### src/rtl/irq_pkg.sv
// Shared types and default sizing for the external interrupt controller.
package irq_pkg;

  typedef enum logic [1:0] {
    IDLE = 2'd0,
    REQ  = 2'd1,
    ACK  = 2'd2,
    HOLD = 2'd3
  } state_t;

  localparam int unsigned NSRC_DEF    = 4;
  localparam int unsigned TIMEOUT_DEF = 255;
  localparam int unsigned HOLDOFF_DEF = 2;
  localparam int unsigned TCNT_W      = 8;

endpackage

### src/rtl/irq_sync_edge.sv
// Per-line two-flop synchronizer followed by a third flop for rising-edge detection.
module irq_sync_edge #(
  parameter int unsigned W = 1
) (
  input  logic         clk,
  input  logic         reset,
  input  logic [W-1:0] d,
  output logic [W-1:0] rise_c
);

  logic [W-1:0] s1;
  logic [W-1:0] s2;
  logic [W-1:0] s3;

  always_ff @(posedge clk or negedge reset) begin
    if (!reset) begin
      s1 <= '0;
      s2 <= '0;
      s3 <= '0;
    end else begin
      s1 <= d;
      s2 <= s1;
      s3 <= s2;
    end
  end

  assign rise_c = s2 & ~s3;

endmodule

### src/rtl/ext_irq_ctrl.sv
// Requester side of the ExtIRQ/ExtIAck handshake: latches source edges as pending,
// presents the lowest-index enabled one and enforces an idle gap after each ack.
module ext_irq_ctrl
  import irq_pkg::*;
#(
  parameter int unsigned NSRC    = NSRC_DEF,
  parameter int unsigned IDW     = $clog2(NSRC),
  parameter int unsigned TIMEOUT = TIMEOUT_DEF,
  parameter int unsigned HOLDOFF = HOLDOFF_DEF
) (
  input  logic            clk,
  input  logic            reset,
  input  logic [NSRC-1:0] src_irq,
  input  logic [NSRC-1:0] irq_en,
  output logic            ExtIRQ,
  input  logic            ExtIAck,
  output logic [IDW-1:0]  irq_id,
  output logic [NSRC-1:0] pending,
  output logic            busy,
  output logic            timeout_flag,
  input  logic            timeout_clr
);

  localparam int unsigned HCW = (HOLDOFF > 1) ? $clog2(HOLDOFF) : 1;
  localparam logic [HCW-1:0]    HOLD_INIT = HCW'(HOLDOFF - 1);
  localparam logic [TCNT_W-1:0] TCNT_MAX  = '1;
  localparam logic [TCNT_W:0]   TCNT_HIT  = (TCNT_W + 1)'(TIMEOUT);

  state_t            state;
  logic [TCNT_W-1:0] tcnt;
  logic [HCW-1:0]    hcnt;

  logic [NSRC-1:0]   rise_c;
  logic [NSRC-1:0]   ack_clr_c;
  logic              any_c;
  logic [IDW-1:0]    sel_c;
  logic              tset_c;

  irq_sync_edge #(.W(NSRC)) u_sync (
    .clk    (clk),
    .reset  (reset),
    .d      (src_irq),
    .rise_c (rise_c)
  );

  // Fixed priority: lowest index among enabled pending bits.
  always_comb begin
    any_c = 1'b0;
    sel_c = '0;
    for (int i = int'(NSRC) - 1; i >= 0; i--) begin
      if (pending[i] && irq_en[i]) begin
        any_c = 1'b1;
        sel_c = IDW'(i);
      end
    end
  end

  always_comb begin
    ack_clr_c = '0;
    if (state == REQ && ExtIAck) begin
      ack_clr_c[irq_id] = 1'b1;
    end
  end

  // Fires once, on the cycle the wait counter steps onto TIMEOUT.
  assign tset_c = (state == REQ) && !ExtIAck && (tcnt != TCNT_MAX) &&
                  (((TCNT_W + 1)'(tcnt) + (TCNT_W + 1)'(1)) == TCNT_HIT);

  assign busy = (state != IDLE);

  // A fresh edge outranks the ack clear so a re-raise during service is not lost.
  always_ff @(posedge clk or negedge reset) begin
    if (!reset) begin
      pending <= '0;
    end else begin
      pending <= (pending & ~ack_clr_c) | (rise_c & irq_en);
    end
  end

  always_ff @(posedge clk or negedge reset) begin
    if (!reset) begin
      timeout_flag <= 1'b0;
    end else if (tset_c) begin
      timeout_flag <= 1'b1;
    end else if (timeout_clr) begin
      timeout_flag <= 1'b0;
    end
  end

  always_ff @(posedge clk or negedge reset) begin
    if (!reset) begin
      state  <= IDLE;
      ExtIRQ <= 1'b0;
      irq_id <= '0;
      tcnt   <= '0;
      hcnt   <= '0;
    end else begin
      case (state)
        IDLE: begin
          if (any_c) begin
            irq_id <= sel_c;
            ExtIRQ <= 1'b1;
            tcnt   <= '0;
            state  <= REQ;
          end
        end
        REQ: begin
          if (ExtIAck) begin
            ExtIRQ <= 1'b0;
            state  <= ACK;
          end else if (tcnt != TCNT_MAX) begin
            tcnt <= tcnt + TCNT_W'(1);
          end
        end
        ACK: begin
          // A level ack must drop before anything new can be acknowledged.
          if (!ExtIAck) begin
            if (HOLDOFF == 0) begin
              state <= IDLE;
            end else begin
              hcnt  <= HOLD_INIT;
              state <= HOLD;
            end
          end
        end
        HOLD: begin
          if (hcnt == '0) begin
            state <= IDLE;
          end else begin
            hcnt <= hcnt - HCW'(1);
          end
        end
        default: state <= IDLE;
      endcase
    end
  end

endmodule

### config.mk
export PLATFORM = sky130hd
export DESIGN_NAME = ext_irq_ctrl
export DESIGN_NICKNAME = d
export VERILOG_FILES = /design/src/rtl/irq_pkg.sv /design/src/rtl/irq_sync_edge.sv /design/src/rtl/ext_irq_ctrl.sv
export SDC_FILE = /design/constraint.sdc
export NUM_CORES = 1
export LEC_CHECK = 0
export ABC_AREA = 0
export ABC_CLOCK_PERIOD_IN_PS = 1900
export BUFFER_PORTS_ARGS = -buffer_cell sky130_fd_sc_hd__buf_2
export CAP_MARGIN = 15
export CORE_UTILIZATION = 25
export DETAILED_ROUTE_END_ITERATION = 10
export GPL_TIMING_DRIVEN = 0
export SLEW_MARGIN = 20
export SYNTH_ARGS = -nofsm -noshare
export SYNTH_HDL_FRONTEND = slang
export SYNTH_SLANG_ARGS = --single-unit
### constraint.sdc
create_clock -name clk -period 1.9 [get_ports clk]
set_input_delay 0.19 -clock clk [delete_from_list [all_inputs] [get_ports clk]]
set_output_delay 0.19 -clock clk [all_outputs]
set_load 0.1 [all_outputs]
# Word-level counts from Yosys, hierarchy flattened
# Cells that the tools add are included.
[op_classes]
n_eq_ne = 11
order_cmp = 2
bitwise = 6
reduce_logical = 20
addsub = 3
n_mux = 28
[op_table]
columns = ["operator", "n"]
rows = [
  ["8-bit two-way mux", 3],
  ["2-bit two-way mux", 8],
  ["8-bit case mux with 2 select lines", 1],
  ["4-bit bitwise AND", 3],
  ["1-bit two-way mux", 11],
  ["2-bit != test, second input constant", 5],
  ["8-bit by 1-bit adder with 9-bit output, second input constant", 1],
  ["9-bit by 8-bit equality test with 1-bit output, second input constant", 1],
  ["1-bit logical AND", 9],
  ["8-bit by 1-bit adder with 8-bit output, second input constant", 1],
  ["8-bit != test, second input constant", 1],
  ["4-bit inverter", 2],
  ["2-bit case mux with 4 select lines", 1],
  ["4-bit AND reduction", 2],
  ["2-bit nonzero test", 4],
  ["2-bit equality test, second input constant", 2],
  ["4-bit two-way mux", 1],
  ["4-bit bitwise OR", 1],
  ["1-bit case mux with 2 select lines", 2],
  ["2-bit AND reduction", 2],
  ["2-bit by 3-bit less-than comparator with 1-bit output, second input constant", 1],
  ["3-bit AND reduction", 1],
  ["1-bit demux with 2-bit select", 1],
  ["2-bit by 1-bit equality test with 1-bit output, second input constant", 1],
  ["5 further kinds", 5],
]
[word_totals]
output_inout_bits = 9
in_bits = 12
reg_bits = 31

# Longest topological paths before layout
# Gate-level depths: netlist (run 1).
[logic_depth]
word_depth = 8
mapped_depth = 8
ltp_nobuf = 6

# Cells and area by module
# From an unflattened synthesis (run 1), not the netlist that was laid out.
[hier_totals]
hier_cells = 141
hier_area_um2 = 1540.2
[by_module_without_submodules]
columns = ["module", "instances", "cells_per_inst", "area_per_inst_um2"]
rows = [
  ["ext_irq_ctrl", 1, 125, 1184.9],
  ["irq_sync_edge", 1, 16, 355.3],
]

# Worst setup path before layout (run 1)
# Ideal clock, no wire load.
[synth_path]
kind = "register to register"
startpoint = "register state[0]"
endpoint = "register tcnt[3]"
arrival_ns = 2.243
setup_slack_ns = -0.441
n_path_buf = 1
setup_time_ns = 0.099
required_time_ns = 1.801
path_stages_with_launch = 8
path_cell_list = "dfrtp_1 > inv_1 > ha_1 > inv_1 > o32ai_4 > or2_1 > buf_6 > o311ai_4"
[synth_via]
elab_chain_cells = 3
word_cells_on_any_way = 8
[synth_lines]
columns = ["item", "line_no", "text"]
rows = [
  ["from (decl)", "ext_irq_ctrl.sv:29", "state_t state;"],
  ["from (signal assigned)", "ext_irq_ctrl.sv:92", "state <= IDLE;"],
  ["from (signal assigned)", "ext_irq_ctrl.sv:104", "state <= REQ;"],
  ["from (signal assigned)", "ext_irq_ctrl.sv:110", "state <= ACK;"],
  ["2-bit by 1-bit equality test with 1-bit output or 2-bit logical NOT (tied branches)", "ext_irq_ctrl.sv:98", "case (state)"],
  ["2-bit by 1-bit != test with 1-bit output (no source line), or another cell as far along", "-", ""],
  ["4-bit AND reduction (no source line)", "-", ""],
  ["to (signal assigned)", "ext_irq_ctrl.sv:112", "tcnt <= tcnt + TCNT_W'(1);"],
  ["to (decl)", "ext_irq_ctrl.sv:30", "logic [TCNT_W-1:0] tcnt;"],
]
# Several ways; a longest one is shown, not always the timed one.
# A chain may end at the register's enable or synchronous reset.

# Worst setup path after layout (run 1)
[layout_path]
startpoint = "register state[1]"
endpoint = "register tcnt[4]"
# The elaborated chain is that of the path after synthesis.

==> results of run 1 <==
-- path summary, 6_finish.rpt --
| check | from | end | depth (start not counted) |
|---|---|---|---|
| worst min-delay path | src_irq[1] | u_sync.s1[1] | 1 |
| worst max-delay path | state[1] | tcnt[4] | 8 |
| worst min register to register | u_sync.s1[2] | u_sync.s2[2] | 0 |
| worst max register to register | state[1] | tcnt[4] | 8 |
| max in group asynchronous | reset | pending[0] | 2 |
| min in group asynchronous | reset | u_sync.s3[2] | 2 |
-- per-layer routing --
layer	global-route usage	part of all wire	wire [um]
met4	0.04821	0.0092	29
met3	0.03483	0.036	114
met5	0	0	0
met2	0.1610	0.45	1421
met1	0.1501	0.50	1576
-- kinds of logic after synthesis --
group	share of synthesized area
XOR/XNOR	0.01129
buffers and inverters	0.03468
AO/OA/AOI/OAI	0.1936
multiplexers	0.02097
AND/OR/NAND/NOR	0.1831
adder cells (fa/ha/maj)	0.05645
flip-flops	0.5000
-- repair_timing --
item	CTS	global route
setup endpoints to repair	7	9
hold buffers	1	0
buffers inserted	0	7
endpoints found under the hold margin	31	0
pin swaps	0	3
gates resized for setup	1	4
-- state kept, by name, indices dropped and copies added, names as in the netlist --
name          flops
u_sync.s1         4
timeout_flag      1
hcnt              1
ExtIRQ            1
u_sync.s2         4
state             2
pending           4
u_sync.s3         4
irq_id            2
tcnt              8
-- synthesized netlist by cell type (2+ instances only) --
cell type / instances
dfrtp_1: 31
o21ai_0: 10
nand2_1: 19
o221ai_2: 2
nand3_1: 10
a22oi_1: 2
nor2_1: 2
o31ai_1: 3
a22o_1: 2
xnor2_1: 2
o21ai_1: 2
nand3b_1: 5
inv_1: 7
nand2b_1: 4
a21oi_1: 5
mux2_2: 2
ha_1: 7
-- power groups by stage --
stage | Sequential [mW] | Clock [mW] | Combinational [mW]
detailed placement | 1.07 | 0 | 1.59
global route | 1.08 | 0.724 | 1.81
global placement | 1.06 | 0 | 1.56
floorplan | 1.50 | 0 | 0.836
CTS | 1.06 | 0.690 | 1.59
finish | 1.05 | 0.669 | 1.68
-- per-stage QoR --
stage	cells	util	power, mW	TNS (ns)	cell area (um2)
after floorplan	141	-	2.340	-1.153	1573
after global placement	235	0.2958	2.621	-0.1628	1762
after detailed placement	235	0.2958	2.654	-0.2726	1762
after CTS	244	0.3183	3.336	0	1896
after global routing	251	0.3286	3.613	-0.07159	1957
final	251	0.3286	3.404	0	1957
-- final cells by class --
type	count	area (um2)	area share
clock buffers	6	82.58	0.04220
flip-flops and latches	31	780.7	0.3990
well taps	75	93.84	0.04795
inverters	7	30.03	0.01535
plain buffers	4	33.78	0.01726
multi-input cells	99	743.2	0.3798
repair buffers	27	157.7	0.08056
clock inverters	2	35.03	0.01790
-- placed cells by master (no fill, tap or decap), types with 2 or more instances in the layout --
| master | synthesis | final |
|---|---|---|
| a21oi_1 | 5 | 5 |
| a22o_1 | 2 | 2 |
| a22oi_1 | 2 | 2 |
| buf_2 | 1 | 19 |
| buf_4 | 1 | 8 |
| buf_6 | 1 | 2 |
| clkbuf_8 | 0 | 6 |
| dfrtp_1 | 31 | 27 |
| dfrtp_2 | 0 | 4 |
| ha_1 | 7 | 5 |
| inv_1 | 7 | 4 |
| inv_2 | 0 | 2 |
| mux2_2 | 2 | 2 |
| nand2_1 | 19 | 19 |
| nand2b_1 | 4 | 4 |
| nand3_1 | 10 | 10 |
| nand3b_1 | 5 | 5 |
| nor2_1 | 2 | 2 |
| nor3_4 | 1 | 2 |
| o21ai_0 | 10 | 10 |
| o21ai_1 | 2 | 2 |
| o221ai_2 | 2 | 2 |
| o31ai_1 | 3 | 3 |
| xnor2_1 | 2 | 2 |
-- worst reg2reg max path, stage by stage (launching register included) --
cell and delay, ns:
dfrtp_1 0.40, inv_2 0.10, ha_2 0.20, buf_6 0.14, nand3_1 0.12, nor3_4 0.32, or2_1 0.16, buf_6 0.14
o311ai_2 0.09
==> flow_metrics.env, run 1 <==
export IMPL_synth_edff_count=0
export IMPL_dr_pass1_iters=4
export IMPL_slew_headroom=0.5338
export IMPL_start_util=0.2605
export IMPL_cpMostUsedCell="buf_6"
export IMPL_yosysTopAreaCell="dfrtp_1"
export IMPL_cp_cell_sequence="inv_2 -> ha_2 -> buf_6 -> nand3_1 -> nor3_4 -> or2_1 -> buf_6 -> o311ai_2"
export IMPL_syn_nets=160
export IMPL_netlist_area_um2=1551
export IMPL_drive_above_1_share=0.3295
export IMPL_post_route_period_util=0.9469
export IMPL_drc_errors=0
export IMPL_globalRouteOverflowTotal=0
export IMPL_core_area_um2=5956
export IMPL_htree_levels=2
export IMPL_path_clk_slew_ns=0.07
export IMPL_fin_nets=194
export IMPL_cap_violations=0
export IMPL_viasPerCell=4.673
export IMPL_clockRootBuffer="clkbuf_8"
export IMPL_cp_arrival_ns=1.94
export IMPL_clock_sinks=31
export IMPL_setup_violations=0
export IMPL_die_area_um2=6525
export IMPL_slowest_delay_ns=0.40
export IMPL_place_congestion=0.7877
export IMPL_cts_tree="built"
export IMPL_yosysSeqAreaShare=0.5000
export IMPL_routed_wl_um=3141
export IMPL_yosysWarnings=0
export IMPL_tightest_slew_ns=0.6994
export IMPL_seq_power_share=0.309
export IMPL_p_comb_frac=0.494
export IMPL_ir_drop_v=0.0007528
export IMPL_path_delay_family="simple AND/OR/NAND/NOR gates"
export IMPL_num_antenna_cells=0
export IMPL_num_rows=28
export IMPL_synthCells=141
export IMPL_cts_made_buffers=5
export IMPL_die_x_um=80.78
export IMPL_layout_min_cycle_time_ns=1.799
export IMPL_rrSetupSlack_ns=0.10
export IMPL_p_leak_nw=0.8489
export IMPL_wl_per_cell_um=12.51
export IMPL_start_kind="register"
export IMPL_hp_class="in -> reg"
export IMPL_dp_hpwl_um=2172
export IMPL_endpoint_kind="register"
export IMPL_max_freq_mhz=555.8
export IMPL_netSwitchingFraction=0.4659
export IMPL_postRouteAntennaNets=0
export IMPL_status="complete, no violations"
export IMPL_antenna_found_initial=0
export IMPL_syn_mean_instance_area_um2=11.00
export IMPL_switching_power_mw=1.586
export IMPL_synthDistinctLibCells=43
export IMPL_drtIter0Drc=151
export IMPL_pre_cts_ws_ns=-0.05576
export IMPL_synth_area_top_cells="dfrtp_1 (50%), ha_1 (5.6%), nand2_1 (4.6%)"
export IMPL_synth_top_area_frac=0.5000
export IMPL_worst_slack_ns=0.1009
export IMPL_worstSetupPathType="reg -> reg"
export IMPL_syn_to_final_growth_pct=26.13
export IMPL_slew_viol_final=0
export IMPL_skew_ns=0.005867
export IMPL_synthFlopType="dfrtp_1"
export IMPL_grt_max_degree=32
export IMPL_io_buffers=19
export IMPL_grt_pass1_vias=1116
export IMPL_die_h_um=80.78
export IMPL_grt_use_total=0.1106
export IMPL_synth_seq_cells=31
export IMPL_fillCellCount=617
export IMPL_via_count=1173
export IMPL_p_clk_frac=0.197
export IMPL_required_ns=2.04
export IMPL_hold_violations=0
export IMPL_slowest_stage="dfrtp_1"
export IMPL_clockBufferDepth=2
export IMPL_whs_ns=0.01537
export IMPL_timing_critical_path_buf_inv=3
export IMPL_insertion_delay_ns=0.28
export IMPL_powerDensity_nw_per_um2=1740
export IMPL_num_io_pins=21
export IMPL_p_int_mw=1.818
export IMPL_grt_pass1_wl_um=5285
export IMPL_cp_max_fo=10
export IMPL_synthArstFlopShare=1.000
(Power assumes the default switching activity.)
==> run 2, diff against run 1 <==
--- a/config.mk
+++ b/config.mk
@@ -9,9 +9,12 @@
 export ABC_CLOCK_PERIOD_IN_PS = 1900
 export BUFFER_PORTS_ARGS = -buffer_cell sky130_fd_sc_hd__buf_2
 export CAP_MARGIN = 15
+export CELL_PAD_IN_SITES_DETAIL_PLACEMENT = 1
+export CELL_PAD_IN_SITES_GLOBAL_PLACEMENT = 1
 export CORE_UTILIZATION = 25
 export DETAILED_ROUTE_END_ITERATION = 10
 export GPL_TIMING_DRIVEN = 0
+export PLACE_DENSITY_LB_ADDON = 0.1
 export SLEW_MARGIN = 20
 export SYNTH_ARGS = -nofsm -noshare
 export SYNTH_HDL_FRONTEND = slang
==> run 2 against run 1 <==
Net effect:
- hold slack gained 0.0041 ns
- non-clock buffer count is the same
- setup slack gained 0.062 ns
==> flow_metrics.env, run 2 (same netlist as run 1, synthesis figures left out) <==
export IMPL_start_kind="register"
export IMPL_postRouteAntennaNets=0
export IMPL_ir_drop_v=0.0006238
export IMPL_fin_nets=194
export IMPL_r2r_end="tcnt[3]"
export IMPL_slew_viol_final=0
export IMPL_max_flop_register="tcnt"
export IMPL_path_clk_slew_ns=0.06
export IMPL_multi_input_area_um2=743.2
export IMPL_rsz0062_at_grt="false"
export IMPL_layout_min_cycle_time_ns=1.737
export IMPL_grt_max_degree=32
export IMPL_insertion_delay_ns=0.27
export IMPL_grt_pass1_vias=1268
export IMPL_antenna_found_initial=0
export IMPL_cap_violations=0
export IMPL_seq_power_share=0.327
export IMPL_drive_above_1_share=0.3239
export IMPL_clockBufferDepth=2
export IMPL_globalRouteOverflowTotal=0
export IMPL_status="complete, no violations"
export IMPL_pre_cts_ws_ns=-0.1837
export IMPL_core_area_um2=5956
export IMPL_hold_violations=0
export IMPL_required_ns=2.04
export IMPL_worst_slack_ns=0.1628
export IMPL_via_count=1171
export IMPL_die_area_um2=6525
export IMPL_switching_power_mw=1.609
export IMPL_fillCellCount=696
export IMPL_cts_tree="built"
export IMPL_die_x_um=80.78
export IMPL_netSwitchingFraction=0.4947
export IMPL_clockRootBuffer="clkbuf_8"
export IMPL_htree_levels=2
export IMPL_p_leak_nw=0.8348
export IMPL_powerDensity_nw_per_um2=1693
export IMPL_p_comb_frac=0.523
export IMPL_met3_length_um=114
export IMPL_skew_ns=0.003412
export IMPL_cp_arrival_ns=1.88
export IMPL_setup_violations=0
export IMPL_drtIter0Drc=45
export IMPL_rrSetupSlack_ns=0.16
export IMPL_met2WireLength_um=1891
export IMPL_num_rows=28
export IMPL_p_int_mw=1.644
export IMPL_clock_sinks=31
export IMPL_drc_errors=0
export IMPL_wl_per_cell_um=14.91
export IMPL_cp_max_fo=4
export IMPL_worstSetupPathType="reg -> reg"
export IMPL_grt_use_total=0.1362
export IMPL_slew_headroom=0.5198
export IMPL_tightest_slew_ns=0.7204
export IMPL_worst_r2r_cell_count=7
export IMPL_post_route_period_util=0.9143
export IMPL_top_layer="met4"
export IMPL_die_h_um=80.78
export IMPL_final_util=0.3227
export IMPL_io_buffers=19
export IMPL_layout_commonest_cell="dfrtp_1"
export IMPL_ff_latch_area_um2=780.7
export IMPL_start_util=0.2605
export IMPL_num_io_pins=21
export IMPL_largest_register_ffs=8
export IMPL_timing_rr_start="state[1]"
export IMPL_grt_pass1_wl_um=6472
export IMPL_dr_pass1_iters=2
export IMPL_p_clk_frac=0.151
export IMPL_crit_start="state[1]"
export IMPL_crit_end="tcnt[3]"
export IMPL_hp_class="in -> reg"
export IMPL_place_congestion=0.6938
export IMPL_syn_to_final_growth_pct=23.87
export IMPL_whs_ns=0.01952
export IMPL_routed_wl_um=3743
export IMPL_cts_made_buffers=5
export IMPL_wl_met1_um=1709
export IMPL_num_antenna_cells=0
export IMPL_fin_tns_setup_ns=0
export IMPL_endpoint_kind="register"
export IMPL_mostFrequentLayoutCells="dfrtp_1 (27), buf_2 (20), nand2_1 (19)"
export IMPL_max_freq_mhz=575.7
export IMPL_viasPerCell=4.665
export IMPL_total_power_mw=3.254
export IMPL_dp_hpwl_um=2721
## run 2: cell types whose count changed in the layout (fill, tap and decap cells not counted), sizes merged
| cell | before | now |
|---|---|---|
| clkbuf | 6 | 7 |
| bufinv | 1 | 0 |
## run 2: final cells by class
| type | count | area share |
|---|---|---|
| tap | 75 | 0.04883 |
| buffer | 4 | 0.01823 |
| multi-input combinational | 99 | 0.3867 |
| sequential | 31 | 0.4063 |
| inverter | 7 | 0.01563 |
| clock buffer | 7 | 0.03971 |
| timing repair buffer | 27 | 0.08203 |
| clock inverter | 1 | 0.002604 |
## run 2: how the worst min path moves through the flow
| stage | start | end | cells past startpoint |
|---|---|---|---|
| 6_report | src_irq[0] | u_sync.s1[0] | 1 |
| 5_1_grt | src_irq[1] | u_sync.s1[1] | 1 |
| 4_1_cts | src_irq[0] | u_sync.s1[0] | 1 |
| 3_5_place_dp | reset | timeout_flag | 1 |
| 3_3_place_gp | reset | tcnt[3] | 1 |
| 2_1_floorplan | reset | ExtIRQ | 0 |
## run 2: layer usage
metal,vias up,GRT usage
met5,-,0
met4,0,0.04286
met3,2,0.03708
met2,13,0.2339
met1,584,0.1653
li1,572,-
## run 2: timing repair
item / CTS / global route
pin swaps: 1 / 2
gates resized for setup: 3 / 2
buffers inserted: 2 / 5
hold buffers: 1 / 0
endpoints found under the hold margin: 4 / 0
endpoints found under the setup margin: 9 / 7
## run 2: power by group through the flow
stage	Sequential [mW]	Clock, mW	Combinational [mW]
global route	1.10	0.554	1.86
CTS	1.07	0.520	1.65
finish	1.06	0.490	1.70
floorplan	1.50	0	0.836
detailed placement	1.08	0	1.64
global placement	1.07	0	1.60
## run 2: worst max-delay path, cell delays in order (launching register included)
cell,delay [ns]
dfrtp_1,0.40
inv_2,0.11
ha_2,0.20
nor2b_4,0.19
o32ai_4,0.12
buf_4,0.16
o21ai_0,0.28
o311ai_4,0.15
## run 2: metrics by stage
step / std cells / instance area (um2)
after floorplan: 141 / 1573
after global placement: 235 / 1762
after detailed placement: 235 / 1762
after CTS: 246 / 1878
after global routing: 251 / 1922
final: 251 / 1922
